`src/rtl/aes_block_loader.sv`:
```
// rtl/aes_block_loader.sv - byte-serial AES block assembler routing blocks to the encrypt/decrypt core
// Optional partial-block idle timeout enabled by defining LOADER_TIMEOUT_EN.
module aes_block_loader #(
    parameter int NBYTES  = 16,
    parameter int TIMEOUT = 1024
) (
    input  logic                  Clk_i,
    input  logic                  Rst_i,
    input  logic                  Sel_i,
    input  logic [7:0]            Din_i,
    input  logic                  Din_Vld_i,
    output logic                  Din_Rdy_o,
    input  logic                  Enc_Busy_i,
    input  logic                  Dec_Busy_i,
    output logic [NBYTES*8-1:0]   PT_o,
    output logic [NBYTES*8-1:0]   CT_o,
    output logic                  Enc_Start_o,
    output logic                  Dec_Start_o,
    output logic [4:0]            Cnt_o,
    output logic                  Err_o
);

    localparam int         W    = NBYTES * 8;
    localparam logic [4:0] LAST = 5'(NBYTES - 1);

    typedef enum logic {LOAD, ISSUE} state_t;

    state_t         state_q;
    logic [W-1:0]   shift_q;
    logic [W-1:0]   shift_d;
    logic [W-1:0]   pt_q;
    logic [W-1:0]   ct_q;
    logic [4:0]     cnt_q;
    logic           sel_q;
    logic           rdy_q;
    logic           enc_start_q;
    logic           dec_start_q;
    logic           xfer;

`ifdef LOADER_TIMEOUT_EN
    localparam int IW = $clog2(TIMEOUT + 1);
    logic [IW-1:0]  idle_q;
    logic           err_q;
    assign Err_o = err_q;
`else
    logic unused_timeout;
    assign unused_timeout = (TIMEOUT == 0);
    assign Err_o = 1'b0;
`endif

    // rdy_q is high exactly while in LOAD, so a transfer can only happen there
    assign xfer    = Din_Vld_i && rdy_q;
    assign shift_d = {shift_q[W-9:0], Din_i};

    always_ff @(posedge Clk_i or posedge Rst_i) begin
        if (Rst_i) begin
            state_q     <= LOAD;
            shift_q     <= '0;
            pt_q        <= '0;
            ct_q        <= '0;
            cnt_q       <= '0;
            sel_q       <= 1'b0;
            rdy_q       <= 1'b1;
            enc_start_q <= 1'b0;
            dec_start_q <= 1'b0;
`ifdef LOADER_TIMEOUT_EN
            idle_q      <= '0;
            err_q       <= 1'b0;
`endif
        end else begin
            enc_start_q <= 1'b0;
            dec_start_q <= 1'b0;
`ifdef LOADER_TIMEOUT_EN
            err_q       <= 1'b0;
`endif
            case (state_q)
                LOAD: begin
                    if (xfer) begin
                        shift_q <= shift_d;
                        cnt_q   <= cnt_q + 5'd1;
                        if (cnt_q == 5'd0) sel_q <= Sel_i;
                        if (cnt_q == LAST) begin
                            state_q <= ISSUE;
                            rdy_q   <= 1'b0;
                        end
`ifdef LOADER_TIMEOUT_EN
                        idle_q <= '0;
                    end else if (cnt_q != 5'd0) begin
                        if (idle_q == IW'(TIMEOUT - 1)) begin
                            idle_q  <= '0;
                            cnt_q   <= '0;
                            shift_q <= '0;
                            err_q   <= 1'b1;
                        end else begin
                            idle_q <= idle_q + IW'(1);
                        end
`endif
                    end
                end
                ISSUE: begin
                    // only the latched target's busy matters; the other core is ignored
                    if (!sel_q && !Enc_Busy_i) begin
                        pt_q        <= shift_q;
                        enc_start_q <= 1'b1;
                        state_q     <= LOAD;
                        cnt_q       <= '0;
                        rdy_q       <= 1'b1;
                    end else if (sel_q && !Dec_Busy_i) begin
                        ct_q        <= shift_q;
                        dec_start_q <= 1'b1;
                        state_q     <= LOAD;
                        cnt_q       <= '0;
                        rdy_q       <= 1'b1;
                    end
                end
                default: state_q <= LOAD;
            endcase
        end
    end

    assign Din_Rdy_o   = rdy_q;
    assign PT_o        = pt_q;
    assign CT_o        = ct_q;
    assign Enc_Start_o = enc_start_q;
    assign Dec_Start_o = dec_start_q;
    assign Cnt_o       = cnt_q;

endmodule

```
`config.mk`:
```
export PLATFORM = sky130hd
export DESIGN_NAME = aes_block_loader
export DESIGN_NICKNAME = d
export VERILOG_FILES = /design/src/rtl/aes_block_loader.sv
export SDC_FILE = /design/constraint.sdc
export NUM_CORES = 1
export LEC_CHECK = 0
export CAP_MARGIN = 20
export CORE_MARGIN = 10
export CORE_UTILIZATION = 56
export DETAILED_ROUTE_END_ITERATION = 16
export PLACE_DENSITY = 0.82
export SLEW_MARGIN = 10
export SYNTH_ARGS = -nofsm -noshare
export SYNTH_HDL_FRONTEND = slang
export SYNTH_SLANG_ARGS = --single-unit
```
`constraint.sdc`:
```
create_clock -name Clk_i -period 25.2 [get_ports Clk_i]
set_clock_uncertainty 0.2 [all_clocks]
set_input_delay 3.78 -clock Clk_i [delete_from_list [all_inputs] [get_ports Clk_i]]
set_output_delay 3.78 -clock Clk_i [all_outputs]
set_load 0.01 [all_outputs]
```
==> out/qor.yml <==
vdd_drop_max_v: 0.0000658
finalCritPeriodShare: 0.256
syn_inst: 1404
area_growth_syn_to_layout_pct: 28.8
cts_hold_buf: 0
drc_errors: 0
ys_seq_area_frac: 0.665
ys_ff_latch: 394
synth_area_leader_cell: "dfrtp_1"
antenna_found_initial: 0
yosysWarnings: 0
fmax_ghz: 0.155
powerDensity_nw_per_um2: 64.6
hold_viol_final: 0
pre_cts_slack_ps: 18060
synth_nets: 1421
cp-startpoint: "Enc_Busy_i"
required_ps: 25390
grt_pass1_vias: 11100
netlist_area_sq_um: 14800
cp.arrival_ps: 6640
final_cell_area_sq_um: 19100
setup_viol_count_final: 0
post_cts_buffers: 0
tightest_slew_ps: 1060
fillers: 1776
hold_ws_ps: 272
first_pass_iters: 5
cts_resized: 0
initial_utilization: 0.569
p_leak_nw: 10.2
track_usage: 0.230
port_buffers: 277
fin_nets: 1679
tns_ps: 0
crit_end: "PT_o[114]$_DFFE_PP0P_"
drt_iter0_drc: 822
rsz0062_at_grt: "false"
antenna_cells: 0
timing.final.ws_setup_ps: 18760
path_class: "input port to flip-flop"
worst-r2r-cell-count: 4
synth_cell_type_count: 30
clockBufferDepth: 3
die_width_um: 183
yosys.area.top_type_share: 0.663
coreArea_sq_um: 26100
ios: 279
worstReg2RegEnd: "PT_o[114]$_DFFE_PP0P_"
endpoint_kind: "flip-flop"
cts_tree: "built"
finalCriticalPeriod_ps: 6440
cts_sinks: 394
critPathMaxFanout: 74
syn_area_per_cell_sq_um: 10.6
yosys-top-cells-area: "dfrtp_1, nand2_1, mux2_1, mux2_2, clkbuf_1"
path_clk_slew_ps: 60
grt_max_degree: 184
rows: 59
p_total_mw: 1.23
clk_latency_ps: 520
start_kind: "input port"
grt_pass1_wl_mm: 62.4
rrSetupSlack_ps: 21950
reg2reg_from: "state_q$_DFF_PP0_"
hold_class: "flip-flop to flip-flop"
h-tree-depth: 2
cap_violations: 0
wl_mm: 39.0
clock-root-buffer: "clkbuf_16"
vias: 10700
numCtsBuffers: 40
slew_headroom: 0.296
vias_per_cell: 5.28
dieArea_sq_um: 33400
dp_hpwl_mm: 24.8
outcome: "completed"
drive_above_1_share: 0.0662
place.gp.congestion: 0.831
die_y_um: 183
post_drt_wl_per_cell_um: 19.2
grt-ovfl-total: 0
antenna_left: 0
place_area_sq_um: 17700
slew_violations: 0
area by class of cell:
cell class / instances / area [sq um] / area share
multi-input combinational: 932 / 4580 / 0.240
clock buffer: 61 / 1220 / 0.0639
sequential: 394 / 9860 / 0.516
inverter: 6 / 32.5 / 0.00170
clock inverter: 12 / 98.8 / 0.00518
tap: 335 / 419 / 0.0219
timing repair buffer: 288 / 2890 / 0.151
where the power goes:
part / internal (mW) / switching [mW]
combinational: 0.00277 / 0.0126
clock: 0.346 / 0.240
sequential: 0.633 / 0
routing by layer:
layer,vias to the layer above,routed length (um),GRT usage
li1,4893,-,-
met1,5362,15300,0.284
met2,374,19200,0.383
met3,69,3260,0.0673
met4,0,1220,0.0735
met5,-,0,0
state kept, by name (all words and copies together) (netlist names):
signal       flops
state_q          1
CT_o           128
Cnt_o            5
shift_q        128
Enc_Start_o      1
Dec_Start_o      1
Din_Rdy_o        1
PT_o           128
sel_q            1
per-stage QoR:
stage,cells,util
6_report,2028,0.733
5_1_grt,2028,0.733
4_1_cts,2027,0.732
3_5_place_dp,1954,0.681
3_3_place_gp,1954,0.681
2_1_floorplan,1404,-
worst min-delay path by stage:
stage                             startpoint                     to  slack [ps]  cells after the start
floorplan           shift_q[120]$_DFFE_PP0P_  CT_o[120]$_DFFE_PP0P_         260                      2
finish                  CT_o[41]$_DFFE_PP0P_   CT_o[41]$_DFFE_PP0P_         270                      2
CTS                     CT_o[41]$_DFFE_PP0P_   CT_o[41]$_DFFE_PP0P_         280                      2
global placement        CT_o[29]$_DFFE_PP0P_   CT_o[29]$_DFFE_PP0P_         260                      2
global route           CT_o[109]$_DFFE_PP0P_  CT_o[109]$_DFFE_PP0P_         290                      2
detailed placement      CT_o[41]$_DFFE_PP0P_   CT_o[41]$_DFFE_PP0P_         260                      2
synth_stat cells:
cell        n
and3_1      1
inv_1       6
nor3b_2     1
clkbuf_1   35
nor2_1      1
mux2_2     31
nand2_1   777
nand3_1     3
a21o_1      1
buf_6      10
buf_1       3
o311ai_0    1
nor2b_1     1
and3b_1     1
nand4_1     1
and2_1      1
buf_2      22
conb_1      1
or4_1       2
o22ai_1     1
o21ai_0     1
nand3b_1    2
ha_1        3
mux2_1     99
nand2b_1    1
dfrtp_1   393
dfstp_2     1
o31ai_1     1
a22oi_1     1
buf_4       2
critical path: stages:
cell	delay, ps
clkdlybuf4s50_1	460
nor3b_4	210
buf_4	710
buf_4	960
mux2_2	420
placed cells by master (no fill, tap or decap), types with 2 or more instances in the layout:
cell and instances:
mux2_2 31, nand3b_1 2, inv_6 3, or4_1 2, buf_4 9, clkbuf_1 8
nand3_1 3, clkdlybuf4s50_1 277, inv_1 4, clkinv_2 7, clkbuf_8 12, dfrtp_1 393
clkbuf_16 41, nand2_1 777, ha_1 3, mux2_1 99
kinds of logic after synthesis:
| kind of cell | count (synthesis) | share of synthesized area |
|---|---|---|
| AOI/OAI and AO/OA | 6 | 0.00287 |
| DFF | 394 | 0.665 |
| other | 1 | 0.000253 |
| and+or+nand+nor | 792 | 0.204 |
| buffers and inverters | 78 | 0.0272 |
| adders and majority gates | 3 | 0.00253 |
| muxes | 130 | 0.0987 |
Power figures use the tool's default switching activity.
